## src/rtl/dmem_arb_pkg.sv

```systemverilog
// Shared types and constants for the data-memory arbiter.
package dmem_arb_pkg;

  typedef enum logic [1:0] {
    IDLE = 2'd0,
    BUSY = 2'd1,
    DONE = 2'd2
  } state_e;

  localparam logic REQ_CPU = 1'b0;
  localparam logic REQ_EXT = 1'b1;

  localparam int unsigned CNT_W = 4;

endpackage

```

## src/rtl/dmem_arbiter_if.sv

```systemverilog
// Requester, memory and stall signals between the arbiter and its surroundings.
interface dmem_arbiter_if #(
  parameter int unsigned AW = 32,
  parameter int unsigned DW = 32
) ();

  logic          m0_req_i;
  logic          m0_we_i;
  logic [AW-1:0] m0_addr_i;
  logic [DW-1:0] m0_wdata_i;
  logic          m0_done_o;
  logic [DW-1:0] m0_rdata_o;

  logic          m1_req_i;
  logic          m1_we_i;
  logic [AW-1:0] m1_addr_i;
  logic [DW-1:0] m1_wdata_i;
  logic          m1_done_o;
  logic [DW-1:0] m1_rdata_o;

  logic          stall_o;

  logic          mem_en_o;
  logic          mem_we_o;
  logic [AW-1:0] mem_addr_o;
  logic [DW-1:0] mem_wdata_o;
  logic [DW-1:0] mem_rdata_i;

  // Requesters and the memory together form the master side.
  modport master (
    output m0_req_i, m0_we_i, m0_addr_i, m0_wdata_i,
    output m1_req_i, m1_we_i, m1_addr_i, m1_wdata_i,
    output mem_rdata_i,
    input  m0_done_o, m0_rdata_o, m1_done_o, m1_rdata_o, stall_o,
    input  mem_en_o, mem_we_o, mem_addr_o, mem_wdata_o
  );

  modport slave (
    input  m0_req_i, m0_we_i, m0_addr_i, m0_wdata_i,
    input  m1_req_i, m1_we_i, m1_addr_i, m1_wdata_i,
    input  mem_rdata_i,
    output m0_done_o, m0_rdata_o, m1_done_o, m1_rdata_o, stall_o,
    output mem_en_o, mem_we_o, mem_addr_o, mem_wdata_o
  );

endinterface

```

## src/rtl/dmem_arbiter_rr_arb2.sv

```systemverilog
// Two-way round-robin pick: the pointer breaks ties when both requesters are active.
module rr_arb2 (
  input  logic [1:0] req_i,
  input  logic       ptr_i,
  output logic       gnt_id_c,
  output logic       gnt_vld_c
);

  always_comb begin
    gnt_vld_c = |req_i;
    gnt_id_c  = (&req_i) ? ptr_i : req_i[1];
  end

endmodule

```

## src/rtl/dmem_arbiter.sv

```systemverilog
// Round-robin data-memory arbiter between the MEM stage (m0) and an external master (m1).
module dmem_arbiter
  import dmem_arb_pkg::*;
#(
  parameter int unsigned AW  = 32,
  parameter int unsigned DW  = 32,
  parameter int unsigned LAT = 1
) (
  input  logic           clk_i,
  input  logic           rst_i,
  dmem_arbiter_if.slave  bus
);

  state_e           state_q, state_d;
  logic [CNT_W-1:0] cnt_q, cnt_d;
  logic             ptr_q, ptr_d;
  logic             owner_q, owner_d;
  logic             we_q, we_d;
  logic [AW-1:0]    addr_q, addr_d;
  logic [DW-1:0]    wdata_q, wdata_d;
  logic [DW-1:0]    rdata0_q, rdata0_d;
  logic [DW-1:0]    rdata1_q, rdata1_d;
  logic             done0_q, done0_d;
  logic             done1_q, done1_d;
  logic             mem_en_q, mem_en_d;

  logic             gnt_id;
  logic             gnt_vld;

  rr_arb2 u_rr_arb2 (
    .req_i     ({bus.m1_req_i, bus.m0_req_i}),
    .ptr_i     (ptr_q),
    .gnt_id_c  (gnt_id),
    .gnt_vld_c (gnt_vld)
  );

  always_ff @(posedge clk_i or posedge rst_i) begin
    if (rst_i) begin
      state_q  <= IDLE;
      cnt_q    <= '0;
      ptr_q    <= REQ_CPU;
      owner_q  <= REQ_CPU;
      we_q     <= 1'b0;
      addr_q   <= '0;
      wdata_q  <= '0;
      rdata0_q <= '0;
      rdata1_q <= '0;
      done0_q  <= 1'b0;
      done1_q  <= 1'b0;
      mem_en_q <= 1'b0;
    end else begin
      state_q  <= state_d;
      cnt_q    <= cnt_d;
      ptr_q    <= ptr_d;
      owner_q  <= owner_d;
      we_q     <= we_d;
      addr_q   <= addr_d;
      wdata_q  <= wdata_d;
      rdata0_q <= rdata0_d;
      rdata1_q <= rdata1_d;
      done0_q  <= done0_d;
      done1_q  <= done1_d;
      mem_en_q <= mem_en_d;
    end
  end

  // The latched access copy doubles as the memory bus and is cleared outside BUSY.
  always_comb begin
    state_d  = state_q;
    cnt_d    = cnt_q;
    ptr_d    = ptr_q;
    owner_d  = owner_q;
    we_d     = we_q;
    addr_d   = addr_q;
    wdata_d  = wdata_q;
    rdata0_d = rdata0_q;
    rdata1_d = rdata1_q;
    done0_d  = 1'b0;
    done1_d  = 1'b0;
    mem_en_d = mem_en_q;

    case (state_q)
      IDLE: begin
        if (gnt_vld) begin
          owner_d  = gnt_id;
          we_d     = (gnt_id == REQ_EXT) ? bus.m1_we_i    : bus.m0_we_i;
          addr_d   = (gnt_id == REQ_EXT) ? bus.m1_addr_i  : bus.m0_addr_i;
          wdata_d  = (gnt_id == REQ_EXT) ? bus.m1_wdata_i : bus.m0_wdata_i;
          cnt_d    = CNT_W'(LAT - 1);
          ptr_d    = ~gnt_id;
          mem_en_d = 1'b1;
          state_d  = BUSY;
        end
      end
      BUSY: begin
        if (cnt_q != '0) begin
          cnt_d = cnt_q - CNT_W'(1);
        end else begin
          if (!we_q) begin
            if (owner_q == REQ_EXT) rdata1_d = bus.mem_rdata_i;
            else                    rdata0_d = bus.mem_rdata_i;
          end
          we_d     = 1'b0;
          addr_d   = '0;
          wdata_d  = '0;
          mem_en_d = 1'b0;
          done0_d  = (owner_q == REQ_CPU);
          done1_d  = (owner_q == REQ_EXT);
          state_d  = DONE;
        end
      end
      DONE: begin
        state_d = IDLE;
      end
      default: begin
        state_d = IDLE;
      end
    endcase
  end

  assign bus.mem_en_o    = mem_en_q;
  assign bus.mem_we_o    = we_q;
  assign bus.mem_addr_o  = addr_q;
  assign bus.mem_wdata_o = wdata_q;
  assign bus.m0_done_o   = done0_q;
  assign bus.m1_done_o   = done1_q;
  assign bus.m0_rdata_o  = rdata0_q;
  assign bus.m1_rdata_o  = rdata1_q;
  assign bus.stall_o     = bus.m0_req_i & ~done0_q;

endmodule

```

## src/flat_wrapper.sv

```systemverilog
// flat-port wrapper written by rule: the top's interface ports become plain ports
module dmem_arbiter_flat import dmem_arb_pkg::*;
#(
  parameter int unsigned AW  = 32,
  parameter int unsigned DW  = 32,
  parameter int unsigned LAT = 1
)
  (clk_i, rst_i, bus_m0_req_i, bus_m0_we_i, bus_m0_addr_i, bus_m0_wdata_i, bus_m1_req_i, bus_m1_we_i, bus_m1_addr_i, bus_m1_wdata_i, bus_mem_rdata_i, bus_m0_done_o, bus_m0_rdata_o, bus_m1_done_o, bus_m1_rdata_o, bus_stall_o, bus_mem_en_o, bus_mem_we_o, bus_mem_addr_o, bus_mem_wdata_o);
  dmem_arbiter_if #(.AW(AW), .DW(DW)) bus_i ();
  input  logic clk_i;
  input  logic rst_i;
  input wire logic [$bits(bus_i.m0_req_i)-1:0] bus_m0_req_i;
  input wire logic [$bits(bus_i.m0_we_i)-1:0] bus_m0_we_i;
  input wire logic [$bits(bus_i.m0_addr_i)-1:0] bus_m0_addr_i;
  input wire logic [$bits(bus_i.m0_wdata_i)-1:0] bus_m0_wdata_i;
  input wire logic [$bits(bus_i.m1_req_i)-1:0] bus_m1_req_i;
  input wire logic [$bits(bus_i.m1_we_i)-1:0] bus_m1_we_i;
  input wire logic [$bits(bus_i.m1_addr_i)-1:0] bus_m1_addr_i;
  input wire logic [$bits(bus_i.m1_wdata_i)-1:0] bus_m1_wdata_i;
  input wire logic [$bits(bus_i.mem_rdata_i)-1:0] bus_mem_rdata_i;
  output wire logic [$bits(bus_i.m0_done_o)-1:0] bus_m0_done_o;
  output wire logic [$bits(bus_i.m0_rdata_o)-1:0] bus_m0_rdata_o;
  output wire logic [$bits(bus_i.m1_done_o)-1:0] bus_m1_done_o;
  output wire logic [$bits(bus_i.m1_rdata_o)-1:0] bus_m1_rdata_o;
  output wire logic [$bits(bus_i.stall_o)-1:0] bus_stall_o;
  output wire logic [$bits(bus_i.mem_en_o)-1:0] bus_mem_en_o;
  output wire logic [$bits(bus_i.mem_we_o)-1:0] bus_mem_we_o;
  output wire logic [$bits(bus_i.mem_addr_o)-1:0] bus_mem_addr_o;
  output wire logic [$bits(bus_i.mem_wdata_o)-1:0] bus_mem_wdata_o;
  assign bus_i.m0_req_i = bus_m0_req_i;
  assign bus_i.m0_we_i = bus_m0_we_i;
  assign bus_i.m0_addr_i = bus_m0_addr_i;
  assign bus_i.m0_wdata_i = bus_m0_wdata_i;
  assign bus_i.m1_req_i = bus_m1_req_i;
  assign bus_i.m1_we_i = bus_m1_we_i;
  assign bus_i.m1_addr_i = bus_m1_addr_i;
  assign bus_i.m1_wdata_i = bus_m1_wdata_i;
  assign bus_i.mem_rdata_i = bus_mem_rdata_i;
  assign bus_m0_done_o = bus_i.m0_done_o;
  assign bus_m0_rdata_o = bus_i.m0_rdata_o;
  assign bus_m1_done_o = bus_i.m1_done_o;
  assign bus_m1_rdata_o = bus_i.m1_rdata_o;
  assign bus_stall_o = bus_i.stall_o;
  assign bus_mem_en_o = bus_i.mem_en_o;
  assign bus_mem_we_o = bus_i.mem_we_o;
  assign bus_mem_addr_o = bus_i.mem_addr_o;
  assign bus_mem_wdata_o = bus_i.mem_wdata_o;
  dmem_arbiter #(.AW(AW), .DW(DW), .LAT(LAT)) u_core (.clk_i(clk_i), .rst_i(rst_i), .bus(bus_i));
endmodule
```

## config.mk

```make
export PLATFORM = sky130hd
export DESIGN_NAME = dmem_arbiter_flat
export DESIGN_NICKNAME = d
export VERILOG_FILES = /design/src/rtl/dmem_arb_pkg.sv /design/src/rtl/dmem_arbiter_if.sv /design/src/rtl/dmem_arbiter_rr_arb2.sv /design/src/rtl/dmem_arbiter.sv /design/src/flat_wrapper.sv
export SDC_FILE = /design/constraint.sdc
export NUM_CORES = 1
export LEC_CHECK = 0
export CORE_MARGIN = 10
export CORE_UTILIZATION = 37
export CTS_CLUSTER_DIAMETER = 80
export DETAILED_ROUTE_END_ITERATION = 10
export GPL_ROUTABILITY_DRIVEN = 0
export GPL_TIMING_DRIVEN = 0
export PLACE_DENSITY = 0.85
export SYNTH_ARGS = -nofsm -noshare
export SYNTH_HDL_FRONTEND = slang
export SYNTH_HIERARCHICAL = 1
export SYNTH_SLANG_ARGS = --single-unit
```

## constraint.sdc

```tcl
create_clock -name clk_i -period 4 [get_ports clk_i]
set_input_delay 0.4 -clock clk_i [delete_from_list [all_inputs] [get_ports clk_i]]
set_output_delay 0.4 -clock clk_i [all_outputs]
set_load 0.01 [all_outputs]
```

======== Yosys cells after proc, flatten, opt, wreduce, memory -nomap -nowiden ========
Cells that the tools add are included.
storage, ports and cells
  memory bits (writable) .................. 0
  bits in read-only memories .............. 0
  memories kept ........................... 0
  logic and storage cells ................. 58
  output and inout bits ................... 133
  bits of input ports ..................... 166
  latch bits .............................. 0
  register bits after elaboration ......... 140
cells by class
  add/sub/neg operators ................... 1
  $mul .................................... 0
  reductions and logical operators ........ 11
  equality and inequality tests ........... 4
  $lt $le $gt $ge ......................... 0
  div/mod/pow operators ................... 0
  mux-type cells .......................... 24
  shift operators ......................... 0
  bitwise operators ....................... 6
operators with widths
  cell                                                                number
  32-bit 2-to-1 mux                                                   5
  32-bit one-hot mux with 2 select lines                              2
  1-bit 2-to-1 mux                                                    9
  4-bit 2-to-1 mux                                                    2
  4-bit one-hot mux with 2 select lines                               1
  4-bit AND reduction                                                 2
  2-bit AND reduction                                                 3
  3-bit AND reduction                                                 2
  1-bit NOT                                                           5
  2-bit 2-to-1 mux                                                    2
  2-bit by 1-bit != test with 1-bit output, second input constant     2
  1-bit one-hot mux with 2 select lines                               2
  2-bit one-hot mux with 2 select lines                               1
  4-bit nonzero test                                                  1
  4-bit by 1-bit subtractor with 4-bit output, second input constant  1
  2-bit by 1-bit == test with 1-bit output, second input constant     1
  2-bit zero test                                                     1
  2-bit != test, second input constant                                1
  2-bit nonzero test                                                  1
  2-bit OR reduction                                                  1
  1-bit AND                                                           1

======== Longest topological paths before layout ========
  depth in word-level cells ............... 5
  depth in mapped cells ................... 8
  gate-level depth less buffers ........... 5

======== Cells and area by module ========
The synthesis kept the hierarchy.
modules (own cells, without submodules)
  module        seq. area each (sq um)  area each (sq um)  cells an instance  instances
  dmem_arbiter  3503.4                  6069.6             474                1
  rr_arb2       0.0                     17.5               3                  1

======== Worst setup path before layout ========
No wires, ideal clock.
  path kind ............................... reg2reg
  from .................................... reg u_core.cnt_q[0]
  to ...................................... reg u_core.rdata0_q[0], in the netlist u_core/bus.m0_rdata_o[0]
  cell stages (with the launch flop) ...... 9
  data required time ...................... 3875 ps
  slack ................................... 1739 ps
  library setup time ...................... 125 ps
  arrival time ............................ 2136 ps
  clock period less this slack ............ 2261 ps
  path through ............................ dfrtp_1 -> inv_1 -> ha_1 -> or3b_1 -> buf_2 -> or4_4 -> buf_6 -> buf_12 -> mux2_4
between the ends
  longest elaborated chain between the ends .. 3
RTL lines
  what                                  RTL line            text
  start, declared                       dmem_arbiter.sv:15  logic [CNT_W-1:0] cnt_q, cnt_d;
  start signal, assigned                dmem_arbiter.sv:53  cnt_q <= cnt_d;
  4-bit nonzero test                    dmem_arbiter.sv:96  if (cnt_q != '0) begin
  1-bit NOT (no source line)            -
  4-bit AND reduction (no source line)  -
  end signal, assigned                  dmem_arbiter.sv:59  rdata0_q <= rdata0_d;
  end, declared                         dmem_arbiter.sv:21  logic [DW-1:0] rdata0_q, rdata0_d;
No other way between the ends.
A chain may end at the register's enable or synchronous reset.

======== Worst setup path after layout ========
  from .................................... reg u_core.cnt_q[0]
  to ...................................... reg u_core.wdata_q[19], in the netlist u_core/bus.mem_wdata_o[19]
between the ends
  longest elaborated chain between the ends .. 3
RTL lines
  what                                  RTL line            text
  4-bit nonzero test                    dmem_arbiter.sv:96
  2-bit != test (no source line)        -
  3-bit AND reduction (no source line)  -
  end signal, assigned                  dmem_arbiter.sv:58  wdata_q <= wdata_d;
  end, declared                         dmem_arbiter.sv:20  logic [DW-1:0] wdata_q, wdata_d;
No other way between the ends.

==> summary.log <==
[finish] leading cell types in the layout, fill and taps excluded clkdlybuf4s50_1, dfrtp_1, nand2_1
[clocking] number of buffers inserted for hold repair after clock tree synthesis 0
[power_and_ir_drop] Max VDD drop 0.352 mV
[min_path] class of the tightest hold or removal check in -> async
[clocking] clock buffer count from CTS 17
[timing] Final setup violation count 0
[place] Buffers on Ports 298
[global_route] number of antenna violations at the first check in global routing 0
[finish] most frequent standard cell in the layout excluding fill and tap cells clkdlybuf4s50_1
[floorplan] die area 22000 sq um
[power_and_ir_drop] power per unit of standard cell area 760 nW/um^2
[logic_synthesis] main combinational cell family by area after synthesis multiplexers
[logic_synthesis] mean cell area of the mapped netlist 12.8 sq um
[timing] setup total negative slack 0 ns
[route] DRC violation total after the first TritonRoute iteration 171
[clocking] Max Buffers Root-to-Sink 2
[logic_synthesis] Post-Synth Simple-Gate Area 6.23%
[finish] net count reported at finish 966
[finish] storage element area 3500 sq um
[status] run status complete, no violations
[power_and_ir_drop] leakage power of the design 4.29 nW
[run] number of max-capacitance violations reported 0
[route] met1 wire length 8.41 mm
[route] antenna-violating nets left 0
[clocking] buffer cell driving the clock tree root clkbuf_16
[route] Detail Route met3 WL 2.23 mm
[clocking] total number of clock tree sinks 140
[logic_synthesis] share of synthesized area spent on multiplexers 24.6%
[timing] post-route minimum period 2.61 ns
[route] post-DR vias/cell 4.95
[finish] area occupied by multi-input gates 2370 sq um
[timing] setup repair after global routing missed its margin false
[route] detailed route wirelength on metal2 10.8 mm
[timing] worst slew margin relative to its limit 48.7%
[logic_synthesis] fraction of the mapped netlist area in adder cells 0.411%
[timing] final count of hold timing violations 0
[route] routed vias 5085
[route] top layer reached by signal wires met4
[global_route] pin count of the biggest net entering global routing 42
[timing] max frequency 383 MHz
[place] estimated wirelength of the detail-placed design 17.5 mm
[logic_synthesis] area share of xor/xnor cells in the synthesized design 0%
[clocking] Clock H-tree levels 4
[setup_path] type of destination of the critical path register
[setup_path] data required time at the worst endpoint 4.26 ns
[timing] Tightest Pin Transition 0.770 ns
[route] number of iterations in the first detailed-routing pass 5
[setup_path] Startpoint Class register
[global_route] overall overflow remaining after global route 0
[global_route] global-route usage over all layers 19.5%
[logic_synthesis] Area contributors post-synth dfrtp_1, mux2i_1, mux2_4, o22ai_1, mux2_2
[finish] final design utilization 62.2%
[clocking] Clock Latency Late Sink 0.41 ns
[timing] clock skew after layout 0.0101 ns
[logic_synthesis] Yosys Warn Count 6
[setup_path] CP Class reg -> reg
[timing] final max-slew violation count 0
[floorplan] die span in y 148 um
[route] final routed wire length divided by cell count 21.1 um
[logic_synthesis] fraction of the mapped netlist area in compound gates 7.69%
[floorplan] standard cell core area 16000 sq um
[global_route] first-pass GRT wire length 33.6 mm
[clocking] CTS tree built
[logic_synthesis] area of the mapped netlist 6090 sq um
[finish] diode insertion count for antenna repair 0
[finish] post-synthesis to final-layout area growth 63.6%
[clocking] Post-CTS Resized 0
[finish] fraction of layout instances using a drive strength above 1 13.4%
[global_route] vias in the first global route 5725
[floorplan] number of rows in the core area 46
[floorplan] I/O pin total 299
[logic_synthesis] count of state elements after synthesis 140
[clocking] Clock transition at path regs 0.06 ns
[route] remaining routing DRC violations 0
[route] routed wire length 21.7 mm
[logic_synthesis] post-synthesis net count 645
[logic_synthesis] Seq/Total Area, Yosys 57.6%
[setup_path] Critical Path Fanout Max 10
[floorplan] starting density of the core 38.0%
[logic_synthesis] top cell type's share of synthesized area 57.6%
[setup_path] Worst Path Arrival 2.87 ns
[finish] number of fill cells 1290
[logic_synthesis] Gate Count Post-Synth 477
[floorplan] x dimension of the die 148 um
[timing] Final Cycle Share 65.3%
[logic_synthesis] number of different library cells in the post-synthesis netlist 30
[logic_synthesis] biggest area consumer among synthesized cells dfrtp_1
[clocking] setup repair bufs after CTS 0
==> path summary, 6_finish.rpt <==
kind                                  from                         end  slack [ns]  depth (start not counted)
min in group clk_i            u_core/ptr_q                u_core/ptr_q        0.49                          2
max in group asynchronous            rst_i   u_core/bus.mem_addr_o[29]        2.91                          4
min                                  rst_i   u_core/bus.mem_addr_o[31]        0.35                          2
max                        u_core/cnt_q[0]  u_core/bus.mem_wdata_o[19]        1.39                          8
min reg2reg                   u_core/ptr_q                u_core/ptr_q        0.49                          2
max reg2reg                u_core/cnt_q[0]  u_core/bus.mem_wdata_o[19]        1.39                          8
==> registers in the layout, summed over array words and instances, names as in the netlist <==
name / count
u_core/bus.m0_done_o: 1
u_core/bus.m0_rdata_o: 32
u_core/bus.m1_done_o: 1
u_core/bus.m1_rdata_o: 32
u_core/bus.mem_addr_o: 32
u_core/bus.mem_en_o: 1
u_core/bus.mem_wdata_o: 32
u_core/bus.mem_we_o: 1
u_core/cnt_q: 4
u_core/owner_q: 1
u_core/ptr_q: 1
u_core/state_q: 2
==> where the power goes <==
part           leakage (nW)  internal [W]  switching [W]
Clock                 0.252      0.000791       0.000598
Sequential             1.71       0.00208       0.000389
Combinational          2.32       0.00208        0.00164
Total                  4.29       0.00495        0.00262
==> stage by stage <==
stage	instance area (sq um)	hold slack, ns	setup WS [ns]	power (W)	std cells
CTS	9960	0.334	1.39	0.00766	1027
global route	9960	0.341	1.20	0.00803	1027
detailed placement	9430	0.475	1.08	0.00623	995
floorplan	6090	0.450	1.74	0.00419	477
global placement	9340	0.465	0.602	0.00608	991
finish	9960	0.350	1.39	0.00757	1027
==> worst max-delay path, cell delays in order (launching register included) <==
cell and delay [ns]:
dfrtp_1 0.38, inv_1 0.12, ha_1 0.19, or3b_1 0.34, buf_2 0.16, nor2_1 0.22, clkbuf_1 0.45, buf_1 0.45
o22ai_1 0.14
==> logic make-up after synthesis <==
kind of cell	after synthesis
flip-flops	140
multiplexers	130
AND/OR/NAND/NOR	88
AO/OA/AOI/OAI	75
buffers and inverters	42
adder cells (fa/ha/maj)	2
==> area by class of cell <==
cell class,count,share of cell area [%]
flip-flops and latches,140,35.2
repair buffers,302,30.8
multi-input cells,295,23.8
clock buffers,18,4.31
well taps,216,2.71
plain buffers,38,2.02
clock inverters,14,0.992
inverters,4,0.188
==> metal layers <==
metal / global-route usage [%] / vias to the layer above
li1: - / 2364
met1: 21.2 / 2442
met2: 33.6 / 260
met3: 9.47 / 19
met4: 4.66 / 0
met5: 0 / -
==> synth_stat cells (all sizes together) <==
cell and instances:
nor3 2, buf 14, nor3b 1, nor2b 2, nor2 4, clkbuf 24
or4 1, dfrtp 140, o31ai 1, and3 1, o21ai 5, inv 4
ha 2, o211ai 2, mux2 65, mux2i 65, a21boi 1, or2 1
nand3 2, nand2 69, o22ai 65, or3b 2, nand4b 2, nand2b 1
a31oi 1
(Power assumes the default switching activity.)
